## src/rtl/dsm_run_ctrl.sv

```systemverilog
// Run sequencer for the delta-sigma modulator test path: holds the datapath
// in reset, streams stimulus samples as offset-binary words, flushes with
// midscale, and captures the decimated CIC output into a small FWFT FIFO.
module dsm_run_ctrl #(
  parameter int WIDTH        = 16,
  parameter int CIC_WIDTH    = 26,
  parameter int ADDR_WIDTH   = 20,
  parameter int RST_CYCLES   = 5,
  parameter int FLUSH_CYCLES = 128,
  parameter int SETTLE       = 4
) (
  input  logic                        clk,
  input  logic                        rstn,
  input  logic                        start,
  input  logic [ADDR_WIDTH-1:0]       cfg_len,
  output logic [ADDR_WIDTH-1:0]       stim_addr,
  input  logic [WIDTH-1:0]            stim_data,
  output logic                        mod_rstn,
  output logic                        mod_en,
  output logic [WIDTH-1:0]            mod_in,
  input  logic signed [CIC_WIDTH-1:0] cic_out,
  input  logic                        cic_ce,
  output logic [CIC_WIDTH-1:0]        out_data,
  output logic                        out_valid,
  input  logic                        out_ready,
  output logic                        busy,
  output logic                        done,
  output logic                        overflow
);

  // One shared down-counter times RESET, RUN and FLUSH, so it must be wide
  // enough for the longest of the three.
  localparam int RS_W   = $clog2(RST_CYCLES + 1);
  localparam int FL_W   = $clog2(FLUSH_CYCLES + 1);
  localparam int CNT_W0 = (RS_W > FL_W) ? RS_W : FL_W;
  localparam int CNT_W  = (CNT_W0 > ADDR_WIDTH) ? CNT_W0 : ADDR_WIDTH;
  localparam int DEC_W  = $clog2(SETTLE + 2);

  // Offset-binary zero: flipping the MSB maps two's complement onto it.
  localparam logic [WIDTH-1:0] MIDSCALE = {1'b1, {(WIDTH-1){1'b0}}};

  typedef enum logic [2:0] {
    S_IDLE,
    S_RESET,
    S_PRIME,
    S_RUN,
    S_FLUSH,
    S_DONE
  } state_t;

  state_t                  state;
  logic [CNT_W-1:0]        cnt;
  logic [ADDR_WIDTH-1:0]   len_q;

  logic [CIC_WIDTH-1:0]    fifo_mem [4];
  logic [1:0]              wr_ptr;
  logic [1:0]              rd_ptr;
  logic [2:0]              count;
  logic [DEC_W-1:0]        dec_cnt;

  logic start_acc;
  logic in_window;
  logic settled;
  logic full;
  logic pop;
  logic push_req;
  logic push;

  assign start_acc = start && (state == S_IDLE);
  assign in_window = (state == S_RUN) || (state == S_FLUSH);
  assign settled   = (dec_cnt == DEC_W'(SETTLE));
  assign full      = (count == 3'd4);
  assign out_valid = (count != 3'd0);
  assign pop       = out_valid && out_ready;
  assign push_req  = cic_ce && in_window && settled;
  // A full FIFO still accepts a push when the head leaves in the same cycle.
  assign push      = push_req && (!full || pop);
  assign out_data  = out_valid ? fifo_mem[rd_ptr] : '0;

  // Run sequencer: state, timing counter and all registered datapath controls.
  // NOTE: every register here uses non-blocking assignment so that all
  // branches see the pre-edge values of state and cnt.
  always_ff @(posedge clk) begin
    if (!rstn) begin
      state     <= S_IDLE;
      cnt       <= '0;
      len_q     <= '0;
      stim_addr <= '0;
      mod_rstn  <= 1'b0;
      mod_en    <= 1'b0;
      mod_in    <= MIDSCALE;
      busy      <= 1'b0;
      done      <= 1'b0;
    end else begin
      done <= 1'b0;
      case (state)
        S_IDLE: begin
          if (start) begin
            len_q <= cfg_len;
            cnt   <= CNT_W'(RST_CYCLES - 1);
            busy  <= 1'b1;
            state <= S_RESET;
          end
        end
        S_RESET: begin
          if (cnt == '0) begin
            mod_rstn <= 1'b1;
            state    <= S_PRIME;
          end else begin
            cnt <= cnt - CNT_W'(1);
          end
        end
        S_PRIME: begin
          // Address 0 was presented during PRIME, so RUN starts fetching at 1
          // to keep the read pipeline one sample ahead.
          if (len_q != '0) begin
            cnt       <= CNT_W'(len_q) - CNT_W'(1);
            stim_addr <= (len_q > ADDR_WIDTH'(1)) ? ADDR_WIDTH'(1) : '0;
            state     <= S_RUN;
          end else begin
            cnt   <= CNT_W'(FLUSH_CYCLES - 1);
            state <= S_FLUSH;
          end
        end
        S_RUN: begin
          mod_in <= stim_data ^ MIDSCALE;
          mod_en <= 1'b1;
          if (stim_addr < len_q - ADDR_WIDTH'(1)) begin
            stim_addr <= stim_addr + ADDR_WIDTH'(1);
          end
          if (cnt == '0) begin
            cnt   <= CNT_W'(FLUSH_CYCLES - 1);
            state <= S_FLUSH;
          end else begin
            cnt <= cnt - CNT_W'(1);
          end
        end
        S_FLUSH: begin
          mod_in <= MIDSCALE;
          mod_en <= 1'b1;
          if (cnt == '0) begin
            done  <= 1'b1;
            state <= S_DONE;
          end else begin
            cnt <= cnt - CNT_W'(1);
          end
        end
        S_DONE: begin
          mod_en    <= 1'b0;
          mod_rstn  <= 1'b0;
          mod_in    <= MIDSCALE;
          stim_addr <= '0;
          busy      <= 1'b0;
          state     <= S_IDLE;
        end
        default: state <= S_IDLE;
      endcase
    end
  end

  // Capture bookkeeping: settle counter, FIFO pointers/occupancy, overflow flag.
  always_ff @(posedge clk) begin
    if (!rstn) begin
      wr_ptr   <= '0;
      rd_ptr   <= '0;
      count    <= '0;
      dec_cnt  <= '0;
      overflow <= 1'b0;
    end else if (start_acc) begin
      wr_ptr   <= '0;
      rd_ptr   <= '0;
      count    <= '0;
      dec_cnt  <= '0;
      overflow <= 1'b0;
    end else begin
      if (cic_ce && in_window && !settled) begin
        dec_cnt <= dec_cnt + DEC_W'(1);
      end
      if (push) begin
        wr_ptr <= wr_ptr + 2'd1;
      end
      if (pop) begin
        rd_ptr <= rd_ptr + 2'd1;
      end
      case ({push, pop})
        2'b10:   count <= count + 3'd1;
        2'b01:   count <= count - 3'd1;
        default: count <= count;
      endcase
      if (push_req && full && !pop) begin
        overflow <= 1'b1;
      end
    end
  end

  // FIFO storage write port.
  // NOTE: the storage array has no reset; out_data is masked while the FIFO
  // is empty, so stale or uninitialised entries are never observable.
  always_ff @(posedge clk) begin
    if (push) begin
      fifo_mem[wr_ptr] <= $unsigned(cic_out);
    end
  end

endmodule

```

## config.mk

```make
export PLATFORM = sky130hd
export DESIGN_NAME = dsm_run_ctrl
export DESIGN_NICKNAME = d
export VERILOG_FILES = /design/src/rtl/dsm_run_ctrl.sv
export SDC_FILE = /design/constraint.sdc
export NUM_CORES = 1
export LEC_CHECK = 0
export BUFFER_PORTS_ARGS = -buffer_cell sky130_fd_sc_hd__clkbuf_2
export CORE_UTILIZATION = 35
export CTS_CLUSTER_DIAMETER = 150
export DETAILED_ROUTE_END_ITERATION = 16
export PLACE_DENSITY = 0.57
export SETUP_SLACK_MARGIN = 0.15
export SLEW_MARGIN = 30
export SYNTH_ARGS = -nofsm -noshare
export SYNTH_HDL_FRONTEND = slang
export SYNTH_SLANG_ARGS = --single-unit
```

## constraint.sdc

```tcl
create_clock -name clk -period 7.98 [get_ports clk]
set_clock_uncertainty 0.15 [all_clocks]
set_input_delay 0.798 -clock clk [delete_from_list [all_inputs] [get_ports clk]]
set_output_delay 0.798 -clock clk [all_outputs]
set_load 0.01 [all_outputs]
```

==> summary.txt, run 1 <==
status -> completed
Crit. End Element -> flop
initial antenna violation count -> 0
post-layout min period -> 4.231 ns
Slew HR -> 0.4150
Peak VDD IR -> 181.6 µV
mux cell area share after synthesis -> 0.08024
unrepaired setup endpoints after global routing -> no
XOR/XNOR Fraction of Synth Area -> 0.02845
Post-CTS Setup Bufs -> 0
Post-Route WL -> 23470 µm
top cells by count, synth -> edfxtp_1 (104), nand2_1 (101), dfxtp_1 (96)
CP Data Required Time -> 8.20 ns
largest family of logic cells by synthesized area -> simple AND/OR/NAND/NOR gates
crit path kind -> flop to flop
Async SR Flop Fraction -> 0
Cell Pwr Density -> 281.0 nW/µm²
sequential element share of the synthesized area -> 0.5286
f_max -> 0.2363 GHz
Routed Antenna Nets -> 0
via count -> 7131
Routability Congestion -> 0.8383
total iterations of the first detailed-routing run -> 5
Simple-Gate Fraction of Synth Area -> 0.1740
syn nets -> 965
core area -> 26880 µm²
Area Growth Syn to Fin -> 16.90%
max-cap violations -> 0
Top FF cell, synth -> edfxtp_1
All-Layer GR Usage -> 0.1724
Core Util, Final -> 0.4151
grt total ovfl -> 0
worst-skew pair later-pin latency -> 0.45 ns
syn avg cell area -> 11.01 µm²
Post-Synth Adder-Cell Area -> 0.04143
Mapped Cells -> 867
Detailed Route Iter0 Violations -> 502
CP delay by family, top -> simple AND/OR/NAND/NOR gates
DPL Wire Length -> 15880 µm
largest net degree at the start of global routing -> 56
IO buf count -> 134
final number of hold-violating endpoints -> 0
Layout Nets -> 1083
Critical path buffers and inverters -> 2
Die Width -> 167.1 µm
HP Class -> flop to flop
vias in the first global route -> 6793
Mapped Area -> 9543 µm²
TritonCTS Buffers -> 17
Yosys reg bits -> 200
WP data arrival -> 4.45 ns
Crit path largest cell delay -> 0.63 ns
TritonCTS clock tree -> yes
Synth cell types -> 76
DRC -> 0
DIE HEIGHT -> 167.1 µm
setup TNS -> 0 ns
sinks on the clock net -> 200
complex-gate fraction of the synthesized area -> 0.1194
routed len/inst -> 17.53 µm
final setup fails -> 0
row cnt -> 60
final max-slew violation count -> 0
CP Launch Type -> flop
share of the synthesized area in the top cell type -> 0.3273
CTS resizes -> 0
root buffer cell -> clkbuf_16
global-route wire length before repair -> 37560 µm
Post-CTS Hold Fix Bufs -> 0
Starting Density -> 0.3551
fraction of layout instances using a drive strength above 1 -> 0.2255
Worst Max-Slew Pin Slew -> 0.8763 ns
Clock transition at path regs -> 0.08 ns
I/O Pins -> 135
Bufs on Longest Clock Path -> 2
CP Max Fanout -> 24
DIE AREA -> 27930 µm²
top cells by area, synth -> edfxtp_1 (33%), dfxtp_1 (20%), mux4_2 (6.1%)
Leak -> 4.037 nW
H-tree levels -> 4
area leader, netlist -> edfxtp_1
Post-synth EDFFs -> 104
Via density -> 5.326
Antenna diodes -> 0
Hold WS -> 0.3307 ns
warning count from the yosys run -> 0
Crit-path slowest cell -> or4b_2
CP dominant cell by count -> ha_1
most frequent cell after synthesis -> edfxtp_1
period utilization -> 0.5303
worst-path cell chain -> inv_1, ha_1, or4b_1, nor3_2, nor3b_1, xnor2_1, ha_1, nand4_1, nor4_1, a221oi_1, o211ai_1, buf_4, or4b_2, a31oi_1
Pwr Total -> 3.134 mW
[layout by cell type, fill, tap and decap left out, drive strengths merged, types with 4 or more instances in the layout]
cell    Yosys  routed
o22ai       6       6
a31oi       6       6
o211ai      4       4
and4        4       4
a21oi      58      58
nor2       68      68
o21ai      29      29
or3         8       8
nor4        9       9
edfxtp    104     104
o22a        4       4
and2       32      32
inv        18      25
nand4      11      11
mux4       26      26
buf        13       9
xnor2      17      17
ha         30      30
a211oi     16      16
xor2       14      14
clkbuf     31     151
a22oi      15      15
or4         7       7
nand2b     22      22
clkinv      0       6
nand2     102     102
nand3      20      20
dfxtp      96      96
nor3       24      24
mux2i      18      18
a221oi      4       4
[per-layer routing]
layer,wire length (µm),global-route usage
met5,0,0
met4,382,0.05475
met3,1039,0.02789
met2,11050,0.2814
met1,11000,0.2339
[worst paths after layout]
check | from | endpoint | slack (ns) | cells past startpoint
min | busy | busy | 0.33 | 2
min reg2reg | busy | busy | 0.33 | 2
max reg2reg | len_q[0] | stim_addr[11] | 3.75 | 14
max | len_q[0] | stim_addr[11] | 3.75 | 14
[worst register-to-register path, stage by stage, from the launching register on]
cell	delay (ns)
dfxtp_1	0.38
inv_1	0.10
ha_1	0.24
or4b_1	0.53
nor3_2	0.29
nor3b_1	0.29
xnor2_1	0.21
ha_1	0.31
nand4_1	0.12
nor4_1	0.07
a221oi_1	0.28
o211ai_1	0.15
buf_4	0.24
or4b_2	0.63
a31oi_1	0.18
[where the power goes]
group	total (mW)	leakage (nW)	switching, mW	internal, mW
Clock	0.885	0.291	0.456	0.429
Combinational	1.01	2.03	0.646	0.366
Sequential	1.24	1.71	0.0974	1.14
Total	3.13	4.04	1.20	1.93
[sequential cells by signal, indices dropped and copies added (netlist names), named ones only]
signal	flops
fifo_mem	104
cnt	20
len_q	20
stim_addr	20
mod_in	16
count	3
dec_cnt	3
state	3
rd_ptr	2
wr_ptr	2
busy	1
done	1
mod_en	1
mod_rstn	1
overflow	1
[area by class of cell]
cell class,count,area [µm²]
tap,341,426.7
multi-input combinational,605,4262
fill,2581,15720
clock inverter,15,187.7
clock buffer,17,425.4
sequential,200,5049
inverter,18,67.56
timing repair buffer,143,738.2
[through the flow]
step	instances	worst slack [ns]	instance area [µm²]
2_1_floorplan	867	4.351	9543
3_3_place_gp	1306	3.956	10520
3_5_place_dp	1306	3.825	10530
4_1_cts	1338	3.771	11140
5_1_grt	1339	3.354	11160
6_report	1339	3.749	11160
[cell families after synthesis]
| logic type | Yosys count |
|---|---|
| and+or+nand+nor | 326 |
| buffers and inverters | 62 |
| adders and majority gates | 31 |
| AOI/OAI and AO/OA | 173 |
| DFF | 200 |
| muxes | 44 |
| xor gates and xnor gates | 31 |
Power figures use the tool's default switching activity.
==> run 2: changes to the inputs <==
==> constraint.sdc (replaced) <==
create_clock -name clk -period 4.3 [get_ports clk]
set_clock_uncertainty 0.15 [all_clocks]
set_input_delay 0.43 -clock clk [delete_from_list [all_inputs] [get_ports clk]]
set_output_delay 0.43 -clock clk [all_outputs]
set_load 0.01 [all_outputs]
==> summary.txt, run 2 (synthesis gave the netlist of run 1 again) <==
post-layout min period -> 3.888 ns
f_max -> 0.2572 GHz
Worst Max-Slew Pin Slew -> 0.9377 ns
reg-to-reg slack, setup -> 0.41 ns
via count -> 7103
setup TNS -> 0 ns
DRC -> 0
TritonCTS Buffers -> 17
global-route wire length before repair -> 37160 µm
grt total ovfl -> 0
WP data arrival -> 4.11 ns
CP Launch Type -> flop
Slew HR -> 0.3721
commonest non-fill, non-tap cell in the layout -> clkbuf_2
Leak -> 4.084 nW
Crit. End Element -> flop
TritonCTS clock tree -> yes
final setup fails -> 0
row cnt -> 60
Bufs on Longest Clock Path -> 2
max-cap violations -> 0
worst r2r dst -> stim_addr[5]
final number of hold-violating endpoints -> 0
Detailed Route Iter0 Violations -> 457
Antenna diodes -> 0
largest net degree at the start of global routing -> 40
Multi-input gate area -> 4257 µm²
Clock transition at path regs -> 0.09 ns
DIE HEIGHT -> 167.1 µm
IO buf count -> 134
I/O Pins -> 135
CP Max Fanout -> 23
H-tree levels -> 4
crit path kind -> flop to flop
vias in the first global route -> 6809
sinks on the clock net -> 200
routed len/inst -> 17.36 µm
HP Class -> primary input to flop
Pwr Total -> 5.910 mW
final max-slew violation count -> 0
commonest non-fill, non-tap cells in the layout -> clkbuf_2 (134), edfxtp_1 (104), nand2_1 (101), dfxtp_1 (95), nor2_1 (68)
Worst R2R Start -> len_q[1]
DIE AREA -> 27930 µm²
CP Data Required Time -> 4.52 ns
Starting Density -> 0.3551
Worst Hold Launch -> cic_out[22]
Die Width -> 167.1 µm
Peak VDD IR -> 291.3 µV
Routability Congestion -> 0.8457
Post-Route WL -> 23370 µm
root buffer cell -> clkbuf_16
WHS Path Cells -> 1
Layout Nets -> 1090
initial antenna violation count -> 0
WHS Endpoint -> fifo_mem[1][22]
met2 wire len -> 10860 µm
status -> completed
period utilization -> 0.9043
fraction of layout instances using a drive strength above 1 -> 0.2289
max layer used -> met4
R2R cell count -> 14
Metal-1 WL -> 11080 µm
unrepaired setup endpoints after global routing -> no
worst-skew pair later-pin latency -> 0.44 ns
Cell Pwr Density -> 526.3 nW/µm²
max reg flops -> 104
Area Growth Syn to Fin -> 17.66%
All-Layer GR Usage -> 0.1707
Via density -> 5.277
Reg area -> 5049 µm²
wire length on met3 -> 1064 µm
DPL Wire Length -> 15990 µm
filler instances -> 2579
total iterations of the first detailed-routing run -> 5
Biggest register -> fifo_mem
Routed Antenna Nets -> 0
core area -> 26880 µm²
run 2: cell types whose count changed in the layout (fill, tap and decap cells not counted), sizes merged:
cell	delta
clkinv	-3
inv	+4
clkinvlp	-1
buf	+7
run 2: area by class of cell:
type / count / share of cell area
timing repair buffer: 150 / 0.07043
clock inverter: 15 / 0.01894
multi-input combinational: 605 / 0.3791
clock buffer: 17 / 0.03789
sequential: 200 / 0.4496
inverter: 18 / 0.006017
tap: 341 / 0.03800
run 2: timing repair:
action                                  4_1_cts  5_1_grt
endpoints found under the setup margin        0        2
hold buffers                                  0        0
resized for setup                             0        3
buffers inserted                              0        0
run 2: critical path, cell delays in order (launching register included):
cell and delay, ns:
dfxtp_1 0.34, inv_1 0.10, ha_1 0.22, or4b_1 0.55
nor3_4 0.23, nor3b_1 0.27, xnor2_1 0.19, ha_1 0.29
nand4_1 0.13, nor4_2 0.06, a221oi_1 0.27, o211ai_1 0.15
buf_4 0.24, or4_1 0.48, a21boi_1 0.14
run 2: how the worst max path moves through the flow:
stage,startpoint,slack [ns],cells after the start,to
after floorplan,len_q[0],0.67,13,stim_addr[11]
after global placement,len_q[1],0.49,14,stim_addr[5]
after detailed placement,len_q[1],0.40,14,stim_addr[5]
after CTS,len_q[1],0.38,14,stim_addr[5]
after global routing,len_q[1],0.16,14,stim_addr[5]
final,len_q[1],0.41,14,stim_addr[5]
run 2: routing by layer:
| metal | up-vias | track usage |
|---|---|---|
| li1 | 3472 | - |
| met4 | 0 | 0.05193 |
| met3 | 23 | 0.03073 |
| met2 | 191 | 0.2745 |
| met1 | 3417 | 0.2339 |
| met5 | - | 0 |
run 2: stage by stage:
step	hold slack [ns]	cell area [µm²]	utilization	setup slack, ns	instances
after floorplan	0.2866	9543	-	0.6711	867
after global placement	0.3098	10570	0.3933	0.4945	1314
after detailed placement	0.3125	10580	0.3936	0.4037	1314
after CTS	0.03419	11220	0.4173	0.3830	1346
after global routing	0.03164	11230	0.4178	0.1575	1346
final	0.04912	11230	0.4178	0.4116	1346
run 2: power by group:
group          internal [mW]  switching (mW)  total, mW
Clock                  0.824           0.886       1.71
Combinational          0.703            1.23       1.93
Sequential              2.11           0.155       2.27
==> run 3: changes to the inputs <==
--- a/config.mk
+++ b/config.mk
@@ -9,6 +9,7 @@
 export CORE_UTILIZATION = 35
 export CTS_CLUSTER_DIAMETER = 150
 export DETAILED_ROUTE_END_ITERATION = 16
+export MAX_ROUTING_LAYER = met4
 export PLACE_DENSITY = 0.57
 export SETUP_SLACK_MARGIN = 0.15
 export SLEW_MARGIN = 30
==> constraint.sdc (replaced) <==
create_clock -name clk -period 4.3 [get_ports clk]
set_clock_uncertainty 0.15 [all_clocks]
set_input_delay 0.645 -clock clk [delete_from_list [all_inputs] [get_ports clk]]
set_output_delay 0.645 -clock clk [all_outputs]
set_load 0.01 [all_outputs]
==> summary.txt, run 3 (synthesis gave the netlist of run 1 again) <==
Post-Route WL -> 23360 µm
grt total ovfl -> 0
Cell Pwr Density -> 526.1 nW/µm²
TritonCTS clock tree -> yes
Die Width -> 167.1 µm
post-layout min period -> 3.900 ns
Worst Max-Slew Pin Slew -> 0.9202 ns
vias in the first global route -> 6798
sinks on the clock net -> 200
Core Util, Final -> 0.4178
core area -> 26880 µm²
Routed Antenna Nets -> 0
f_max -> 0.2564 GHz
DRC -> 0
Post-CTS Hold Fix Bufs -> 0
max-cap violations -> 0
Hold WS -> 0.2646 ns
filler instances -> 2579
Peak VDD IR -> 290.2 µV
commonest non-fill, non-tap cells in the layout -> clkbuf_2 (134), edfxtp_1 (104), nand2_1 (101), dfxtp_1 (95), nor2_1 (68)
Crit. End Element -> flop
largest net degree at the start of global routing -> 40
setup ws final -> 0.3999 ns
worst-skew pair later-pin latency -> 0.44 ns
Critical path buffers and inverters -> 2
row cnt -> 60
Clock transition at path regs -> 0.09 ns
Via density -> 5.312
HP Class -> primary input to flop
CP Max Fanout -> 23
root buffer cell -> clkbuf_16
Starting Density -> 0.3551
global-route wire length before repair -> 37150 µm
I/O Pins -> 135
fraction of layout instances using a drive strength above 1 -> 0.2289
CP dominant cell by count -> ha_1
status -> completed
initial antenna violation count -> 0
Crit path largest cell delay -> 0.55 ns
Leak -> 4.084 nW
Antenna diodes -> 0
Biggest register -> fifo_mem
Layout Nets -> 1090
period utilization -> 0.9070
final setup fails -> 0
IO buf count -> 134
routed len/inst -> 17.35 µm
TritonCTS Buffers -> 17
WP data arrival -> 4.12 ns
commonest non-fill, non-tap cell in the layout -> clkbuf_2
final max-slew violation count -> 0
H-tree levels -> 4
max reg flops -> 104
CP Data Required Time -> 4.52 ns
CP delay by family, top -> simple AND/OR/NAND/NOR gates
DIE AREA -> 27930 µm²
Area Growth Syn to Fin -> 17.66%
worst-path cell chain -> inv_1, ha_1, or4b_1, nor3_4, nor3b_1, xnor2_1, ha_1, nand4_1, nor4_2, a221oi_1, o211ai_1, buf_4, or4_1, a21boi_1
All-Layer GR Usage -> 0.1757
DP Worst Slack -> 0.4037 ns
Multi-input gate area -> 4257 µm²
Reg area -> 5049 µm²
CP Launch Type -> flop
Slew HR -> 0.3838
final number of hold-violating endpoints -> 0
total iterations of the first detailed-routing run -> 5
setup TNS -> 0 ns
crit path kind -> flop to flop
Routability Congestion -> 0.8590
via count -> 7150
DIE HEIGHT -> 167.1 µm
unrepaired setup endpoints after global routing -> no
Bufs on Longest Clock Path -> 2
Detailed Route Iter0 Violations -> 460
Crit-path slowest cell -> or4b_1
DPL Wire Length -> 15990 µm
run 3: repair_timing:
| action | in CTS | in global routing |
|---|---|---|
| setup endpoints to repair | 0 | 2 |
| setup buffers | 0 | 0 |
| gates resized for setup | 0 | 3 |
run 3: worst register-to-register path, delay by kind of cell, from the launching register on:
| kind | cells | cell delay (ns) |
|---|---|---|
| buffers and inverters | 2 | 0.34 |
| flip-flops | 1 | 0.34 |
| AND/OR/NAND/NOR | 6 | 1.74 |
| adder cells (fa/ha/maj) | 2 | 0.52 |
| AO/OA/AOI/OAI | 3 | 0.56 |
| XOR/XNOR | 1 | 0.19 |
run 3: final timing paths:
path	slack (ns)	startpoint	cells past startpoint	endpoint
hold / removal	0.26	cic_out[22]	1	fifo_mem[1][22]
setup reg to reg	0.40	len_q[1]	14	stim_addr[5]
setup / recovery	0.40	len_q[1]	14	stim_addr[5]
hold reg to reg	0.33	cnt[16]	2	cnt[16]
run 3: metal layers:
| metal | vias up | part of all wire | GRT usage |
|---|---|---|---|
| met5 | - | 0 | - |
| met4 | 0 | 0.017 | 0.05193 |
| met3 | 30 | 0.042 | 0.02978 |
| met2 | 198 | 0.46 | 0.2740 |
| met1 | 3448 | 0.48 | 0.2344 |
| li1 | 3474 | - | - |
run 3: metrics by stage:
step                instances  power (mW)  instance area, µm²
global placement         1314       4.205               10570
global route             1346       6.262               11230
finish                   1346       5.907               11230
detailed placement       1314       4.198               10580
floorplan                 867       3.676                9543
CTS                      1346       5.924               11220
run 3: layout make-up:
cell class / instances / share of cell area
clock buffer: 17 / 0.03789
clock inverter: 15 / 0.01894
inverter: 18 / 0.006017
multi-input combinational: 605 / 0.3791
sequential: 200 / 0.4496
tap: 341 / 0.03800
timing repair buffer: 150 / 0.07043
run 3: report_power, final:
group	internal, mW	total (mW)	switching, mW
Sequential	2.11	2.27	0.154
Combinational	0.703	1.93	1.23
Clock	0.824	1.71	0.885
Total	3.64	5.91	2.27
